`config.mk`:
```
export PLATFORM = sky130hd
export DESIGN_NAME = ccff_loader
export DESIGN_NICKNAME = d
export VERILOG_FILES = /design/src/rtl/ccff_loader_pkg.sv /design/src/rtl/ccff_loader_ser.sv /design/src/rtl/ccff_loader.sv
export SDC_FILE = /design/constraint.sdc
export NUM_CORES = 1
export LEC_CHECK = 0
export ABC_AREA = 1
export CORE_MARGIN = 2
export CORE_UTILIZATION = 35
export DETAILED_ROUTE_END_ITERATION = 10
export PLACE_DENSITY = 0.57
export SYNTH_ARGS = -nofsm -noshare
export SYNTH_HDL_FRONTEND = slang
export SYNTH_SLANG_ARGS = --single-unit
```
`constraint.sdc`:
```
create_clock -name prog_clk -period 1.5 [get_ports prog_clk]
set_input_delay 0.225 -clock prog_clk [delete_from_list [all_inputs] [get_ports prog_clk]]
set_output_delay 0.225 -clock prog_clk [all_outputs]
set_load 0.02 [all_outputs]
```
`src/rtl/ccff_loader_pkg.sv`:
```
// rtl/ccff_loader_pkg.sv - shared fabric-config constants and loader state encoding
package ccff_loader_pkg;

    localparam int DEF_CHAIN_LEN = 42;
    localparam int DEF_WORD_W    = 8;

    typedef enum logic [2:0] {
        ST_IDLE   = 3'd0,
        ST_FETCH  = 3'd1,
        ST_SHIFT  = 3'd2,
        ST_VERIFY = 3'd3,
        ST_FINISH = 3'd4
    } state_t;

    function automatic int cnt_w(input int n);
        return (n > 1) ? $clog2(n) : 1;
    endfunction

endpackage

```
`src/rtl/ccff_loader_ser.sv`:
```
// rtl/ccff_loader_ser.sv - word-to-bit serializer with in-word index and chain bit counter
module ccff_loader_ser
    import ccff_loader_pkg::*;
#(
    parameter int CHAIN_LEN = DEF_CHAIN_LEN,
    parameter int WORD_W    = DEF_WORD_W
) (
    input  logic                           clk,
    input  logic                           rst,
    input  logic                           clear,
    input  logic                           load,
    input  logic [WORD_W-1:0]              data,
    input  logic                           step,
    output logic                           bit_out,
    output logic [cnt_w(CHAIN_LEN)-1:0]    bit_cnt,
    output logic                           last_word_bit,
    output logic                           last_chain_bit
);

    localparam int CW = cnt_w(CHAIN_LEN);
    localparam int IW = cnt_w(WORD_W);

    logic [WORD_W-1:0] sreg;
    logic [IW-1:0]     widx;

    assign bit_out        = sreg[0];
    assign last_word_bit  = (widx == IW'(WORD_W - 1));
    assign last_chain_bit = (bit_cnt == CW'(CHAIN_LEN - 1));

    // The chain counter wraps so the verify pass reuses it as its cycle index.
    always_ff @(posedge clk) begin
        if (rst) begin
            sreg    <= '0;
            widx    <= '0;
            bit_cnt <= '0;
        end else if (clear) begin
            widx    <= '0;
            bit_cnt <= '0;
        end else if (load) begin
            sreg <= data;
            widx <= '0;
        end else if (step) begin
            sreg    <= sreg >> 1;
            widx    <= last_word_bit ? '0 : widx + 1'b1;
            bit_cnt <= last_chain_bit ? '0 : bit_cnt + 1'b1;
        end
    end

endmodule

```
`src/rtl/ccff_loader.sv`:
```
// rtl/ccff_loader.sv - configuration-chain loader with optional recirculating readback verify
module ccff_loader
    import ccff_loader_pkg::*;
#(
    parameter int CHAIN_LEN = DEF_CHAIN_LEN,
    parameter int WORD_W    = DEF_WORD_W
) (
    input  logic              prog_clk,
    input  logic              pReset,
    input  logic              cfg_start,
    input  logic              verify_en,
    input  logic [WORD_W-1:0] cfg_data,
    input  logic              cfg_valid,
    output logic              cfg_ready,
    output logic              ccff_head,
    input  logic              ccff_tail,
    output logic              shift_en,
    output logic              busy,
    output logic              done,
    output logic              err
);

    localparam int CW = cnt_w(CHAIN_LEN);

    state_t               state;
    state_t               state_nx;
    logic                 verify_q;
    logic                 err_q;
    logic [CHAIN_LEN-1:0] shadow;

    logic                 ser_clear;
    logic                 ser_load;
    logic                 ser_step;
    logic                 ser_bit;
    logic [CW-1:0]        bit_cnt;
    logic                 last_word_bit;
    logic                 last_chain_bit;

    assign ser_clear = (state == ST_IDLE) && cfg_start;
    assign ser_load  = (state == ST_FETCH) && cfg_valid;
    assign ser_step  = (state == ST_SHIFT) || (state == ST_VERIFY);
    assign err       = err_q;

    ccff_loader_ser #(
        .CHAIN_LEN (CHAIN_LEN),
        .WORD_W    (WORD_W)
    ) u_ser (
        .clk            (prog_clk),
        .rst            (pReset),
        .clear          (ser_clear),
        .load           (ser_load),
        .data           (cfg_data),
        .step           (ser_step),
        .bit_out        (ser_bit),
        .bit_cnt        (bit_cnt),
        .last_word_bit  (last_word_bit),
        .last_chain_bit (last_chain_bit)
    );

    always_ff @(posedge prog_clk) begin
        if (pReset) begin
            state    <= ST_IDLE;
            verify_q <= 1'b0;
            err_q    <= 1'b0;
            shadow   <= '0;
        end else begin
            state <= state_nx;
            if (ser_clear) begin
                verify_q <= verify_en;
                err_q    <= 1'b0;
            end
            if (state == ST_SHIFT) begin
                shadow[bit_cnt] <= ser_bit;
            end
            if ((state == ST_VERIFY) && (ccff_tail != shadow[bit_cnt])) begin
                err_q <= 1'b1;
            end
        end
    end

    // In SHIFT, head and shift_en decode only flops, so both move on the same edge;
    // in VERIFY the head is a straight loop-back of the tail.
    always_comb begin
        state_nx  = state;
        cfg_ready = 1'b0;
        shift_en  = 1'b0;
        ccff_head = 1'b0;
        busy      = 1'b1;
        done      = 1'b0;
        case (state)
            ST_IDLE: begin
                busy = 1'b0;
                if (cfg_start) state_nx = ST_FETCH;
            end
            ST_FETCH: begin
                cfg_ready = 1'b1;
                if (cfg_valid) state_nx = ST_SHIFT;
            end
            ST_SHIFT: begin
                shift_en  = 1'b1;
                ccff_head = ser_bit;
                if (last_chain_bit)     state_nx = verify_q ? ST_VERIFY : ST_FINISH;
                else if (last_word_bit) state_nx = ST_FETCH;
            end
            ST_VERIFY: begin
                shift_en  = 1'b1;
                ccff_head = ccff_tail;
                if (last_chain_bit) state_nx = ST_FINISH;
            end
            ST_FINISH: begin
                done     = 1'b1;
                state_nx = ST_IDLE;
            end
            default: state_nx = ST_IDLE;
        endcase
    end

endmodule

```
# After elaboration in Yosys (flattened, before gate mapping)
# Index checks and enable logic that the tools add are counted.
[totals]
regBits = 64
[classes]
eq_ne = 11
n_reduce_logical = 14
n_bitwise = 2
n_lt_le_gt_ge = 2
n_mux = 23
addsub = 2
[ops]
columns = ["cell", "n"]
rows = [
  ["$bwmux W42", 1],
  ["$mux W3", 7],
  ["$mux W8", 2],
  ["$pmux W3 S4", 1],
  ["$mux W1", 8],
  ["$lt A6 B7 Y1 const B", 1],
  ["$add A6 B1 Y6 const B", 1],
  ["$bmux W1 S6", 1],
  ["$demux W1 S6", 1],
  ["$eq A3 B2 Y1 const B", 2],
  ["$eq A3 B3 Y1 const B", 2],
  ["$eq A6 B6 Y1 const B", 1],
  ["$ge A6 B1 Y1 const B", 1],
  ["$mux W6", 1],
  ["$logic_and A1 B1 Y1", 4],
  ["$ne A2 B2 Y1 const B", 2],
  ["$reduce_and A2 Y1", 2],
  ["$reduce_and A4 Y1", 1],
  ["$reduce_bool A2 Y1", 2],
  ["$reduce_or A2 Y1", 2],
  ["$add A3 B1 Y3 const B", 1],
  ["$eq A3 B1 Y1 const B", 1],
  ["$logic_not A3 Y1", 1],
  ["$ne A3 B1 Y1 const B", 1],
  ["6 further kinds", 7],
]

# Logic depth before layout (Yosys ltp)
# Gate-level depths: netlist of the first run.
[logic_depth]
ltp_word = 5
ltp_mapped = 14
mapped_depth_nobuf = 14

# Modules after synthesis
# Synthesis of the first run repeated with hierarchy kept, for this count alone.
[unflattened]
hier_cells = 499
hier_area_um2 = 3611.0
[modules_own_cells]
columns = ["module", "n_inst", "cells_per_inst", "area_each_um2"]
rows = [
  ["ccff_loader", 1, 378, 2778.9],
  ["ccff_loader_ser", 1, 121, 832.0],
]

# Worst setup path after synthesis of the first run
# OpenSTA, ideal clock, no wires.
[synth_timing]
path_type = "register to register"
start = "reg u_ser.bit_cnt[1]"
end = "reg state[0]"
t_arrival_ns = 1.421
required_ns = 1.429
path_buffers = 1
setup_time_ns = 0.071
period_less_slack_ns = 1.491
path_stages_with_launch = 12
setup_slack_ns = 0.009
path_cell_list = "dfxtp_1 > buf_4 > inv_4 > ha_1 > nand2_1 > nor2_1 > inv_1 > nand2_1 > o221ai_1 > nor2_1 > o21ai_0 > a21oi_1"
[synth_via]
elab_chain_len = 3
word_cells_on_any_way = 6
cone_classes = "eq/ne (3); mux (2); reduce/logical (1)"
[synth_rtl]
columns = ["element", "line_no", "rtl"]
rows = [
  ["from (decl)", "ccff_loader_ser.sv:15", "output logic [cnt_w(CHAIN_LEN)-1:0] bit_cnt,"],
  ["from (signal assigned)", "ccff_loader_ser.sv:45", "bit_cnt <= last_chain_bit ? '0 : bit_cnt + 1'b1;"],
  ["$eq A6 B6 Y1 *", "ccff_loader_ser.sv:28", "assign last_chain_bit = (bit_cnt == CW'(CHAIN_LEN - 1));"],
  ["$ne A3 B1 Y1 (no source line), or another cell as far along", "--", ""],
  ["$reduce_and A4 Y1 (no source line) or $pmux W3 S4 (tied branches)", "--", ""],
  ["to (signal assigned)", "ccff_loader.sv:67", "state <= state_nx;"],
  ["to (decl)", "ccff_loader.sv:25", "state_t state;"],
]
# Mark *: on every way between the ends. The rest lies on a longest branch, timed or not.
# A chain may end at the register's enable or synchronous reset.

# Worst setup path in the final report of the first run
[layout_timing]
start = "reg u_ser.bit_cnt[0]"
end = "reg shadow[2]"
[layout_via]
elab_chain_len = 5
word_cells_on_any_way = 6
cone_classes = "order compare (2); mux (3); reduce/logical (1)"
[layout_rtl]
columns = ["element", "line_no", "rtl"]
rows = [
  ["$lt A6 B7 Y1 (implied by the code) or $ge A6 B1 Y1 (tied branches)", "ccff_loader.sv:73", "shadow[bit_cnt] <= ser_bit;"],
  ["$logic_and A1 B1 Y1 (implied by the code)", "ccff_loader.sv:73", ""],
  ["$mux W1 (implied by the code)", "ccff_loader.sv:73", ""],
  ["$demux W1 S6 *", "ccff_loader.sv:73", ""],
  ["$bwmux W42 *", "ccff_loader.sv:73", ""],
  ["to (signal, indexed assignment)", "ccff_loader.sv:73", ""],
  ["to (decl)", "ccff_loader.sv:29", "logic [CHAIN_LEN-1:0] shadow;"],
]
# Marked as above.

==> flow_summary.toml, run 1 <==
[critical_path]
slowest_stage = "dfxtp_4"
worst_ep_required_time_ps = 1760
path_max_fanout = 6
end_kind = "register"
worstPathCellList = "buf_6 -> buf_6 -> buf_4 -> nor3_4 -> buf_6 -> a21oi_1 -> a311oi_1"
cp.arrival_ps = 1800
crit_top_cell = "buf_6"
critPathKind = "register to register"
start_kind = "register"
cpPeakStageDelay_ps = 390

[timing]
fin_worst_skew_ps = 4.66
slew_violations = 0
relSlewSlack_pct = 69.4
rsz0062_at_grt = "true"
worst_pin_slew_ps = 459
fin_crit_ps = 1540
period_share_pct = 103
hold_viol = 0
hold_slack_ps = 457
setup_viol = 9
max_freq_mhz = 649
setup_slack_ps = -42.0

[logic_synthesis]
synth_nets = 474
synthTopCellsByArea = "dfxtp_1 38%, nand2_1 13%, a311oi_1 8.9%"
synth_top_flop_cell = "dfxtp_1"
async_flop_share_pct = 0
yosys-top-cells-count = "111 x nand2_1, 64 x dfxtp_1, 56 x a21oi_1, 42 x inv_1, 34 x a311oi_1"
yosysSeqAreaShare_pct = 38.5
synthAdderAreaFrac_pct = 1.50
ys_types = 36
yosysMostFrequentCell = "nand2_1"
yosys_warnings = 0
synth_top_family_by_area = "simple AND/OR/NAND/NOR gates"
synth.avg_cell_area_um2 = 7.30
synthMuxAreaShare_pct = 0
synth_seq_cells = 64
syn_area_um2 = 3330
synth_largest_area_cell = "dfxtp_1"
synth-edff-count = 0
syn_inst = 456
synthSimpleGateAreaFrac_pct = 25.7
synth_xor_area_share_pct = 0.263
synth_compound_area_share_pct = 22.9
synth_top_area_share_pct = 38.5

[clock_tree]
clkTransAtPathRegs_ps = 70
clk_latency_ps = 340
cts_inserted_buffers = 9
numClockSinks = 64
ctsRootBufferMaster = "clkbuf_8"
holdBufCountCts = 0
cts_tree = "yes"
htree_levels = 3
clockBufferDepth = 2

[floorplanning]
die_h_um = 102
die_width_um = 102
rows = 35
start_util_pct = 36.0
die-area_um2 = 10300
core-area_um2 = 9240
io_pins = 20

[cells_and_area]
drive_gt1_share_pct = 34.4
design_area_um2 = 4710
diodes = 0
nets = 560
syn_to_final_growth_pct = 41.4
fin_cells = 676

[placement]
dpl-instance-area_um2 = 4000
place_ws_ps = -197
gp_congestion = 0.888
dp_hpwl_um = 6330
place_inst = 639
portBuffers = 19

[power]
vdd_drop_max_uv = 1120
power_leakage_nw = 1.88
power_per_cell_area_nw_per_um2 = 1250

[status]
violations = "negative setup slack"
status = "finished, violations left"

[global_routing]
grt.total_usage_pct = 18.8
antenna_found_initial = 0
overflow = 0
grt_max_degree = 40
grt_pass1_wl_um = 15300
grt_pass1_vias = 3329

[detailed_routing]
ant_nets = 0
wirelength_um = 9870
drc_errors = 0
routedWlPerCell_um = 14.6
dr.first_iter.drc_count = 178
vias = 3493
drt_first_pass_iters = 5
routed_via_density = 5.17

[hold_path]
worst_hold_path_type = "register to register"

[flow_run]
maxCapViolCount = 0
==> where the power goes <==
part / internal [mW] / total [mW] / switching (mW)
Clock: 0.727 / 1.38 / 0.654
Combinational: 1.03 / 2.49 / 1.46
Sequential: 1.87 / 1.99 / 0.122
==> cell usage in the layout, fill, tap and decap left out, types with 3 or more instances in the layout <==
cell type	n
ha_1	4
buf_6	18
inv_1	34
nand2_1	102
clkbuf_8	12
inv_2	12
clkinv_2	3
dfxtp_1	58
a31oi_1	7
buf_4	59
nor2_2	9
a311oi_1	33
nand2_2	8
clkdlybuf4s50_1	13
o21ai_0	12
buf_2	3
dfxtp_2	3
nor2_4	7
nor3_2	4
clkinvlp_4	3
a21oi_2	12
inv_4	3
dfxtp_4	3
a21oi_1	44
buf_8	3
nand2_4	4
nor3_4	4
o21ai_2	3
nand3_1	24
o21ai_1	7
nor2_1	12
==> metrics by stage <==
step	utilization (%)	total power, mW	TNS, ps
6_report	50.9	5.86	-109
3_5_place_dp	43.3	3.94	-1750
4_1_cts	46.9	5.46	-52.6
5_1_grt	50.9	6.17	-1880
3_3_place_gp	43.3	3.92	-1180
2_1_floorplan	-	3.22	0
==> repair_timing <==
item,CTS,global route
resized for setup,60,83
buffers inserted,10,8
endpoints found under the hold margin,0,0
endpoints found under the setup margin,40,51
pin swaps,14,30
cloned,0,4
==> path summary, 6_finish.rpt <==
check                                      start          to  slack (ps)  cells after the start
worst max-delay path            u_ser.bit_cnt[0]   shadow[2]         -40                      7
worst min-delay path                  shadow[15]  shadow[15]         460                      2
worst max register to register  u_ser.bit_cnt[0]   shadow[2]         -40                      7
worst min register to register        shadow[15]  shadow[15]         460                      2
==> worst max-delay path, delay by kind of cell, from the launching register on <==
family	cells	cell delay [ps]
flip-flops	1	390
AND/OR/NAND/NOR	1	250
AO/OA/AOI/OAI	2	280
buffers and inverters	4	540
==> layout make-up <==
| cell class | instances | area, um^2 |
|---|---|---|
| fillers | 902 | 4530 |
| multi-input cells | 314 | 1930 |
| flip-flops and latches | 64 | 1300 |
| repair buffers | 100 | 910 |
| inverters | 52 | 218 |
| clock buffers | 13 | 169 |
| well taps | 129 | 161 |
| clock inverters | 3 | 15.0 |
| repair inverters | 1 | 7.51 |
==> metal layers <==
layer	vias up	share of wire [%]	wire (um)	track usage [%]
li1	1738	-	-	-
met1	1630	45	4410	23.8
met2	101	48	4730	31.2
met3	24	4.6	452	4.07
met4	0	2.8	278	7.07
met5	-	0	0	0
==> kinds of logic (layout without fill, tap and decap cells) <==
family,count (synthesis),count (layout)
AOI/OAI and AO/OA,123,123
and+or+nand+nor,185,186
buffers and inverters,79,169
DFF,64,64
xor gates and xnor gates,1,1
adders and majority gates,4,4
==> sequential cells by signal (all words and copies together), names as in the netlist <==
register,cells
shadow,42
u_ser.sreg,8
u_ser.widx,3
err,1
u_ser.bit_cnt,6
state,3
verify_q,1
No activity file was read; power rests on OpenSTA's default activity.
==> run 2, diff against run 1 <==
ABC_CLOCK_PERIOD_IN_PS = 1500   (was unset)
==> results of run 2 <==
The final DEF is identical to that of run 1; final timing and power are the same.
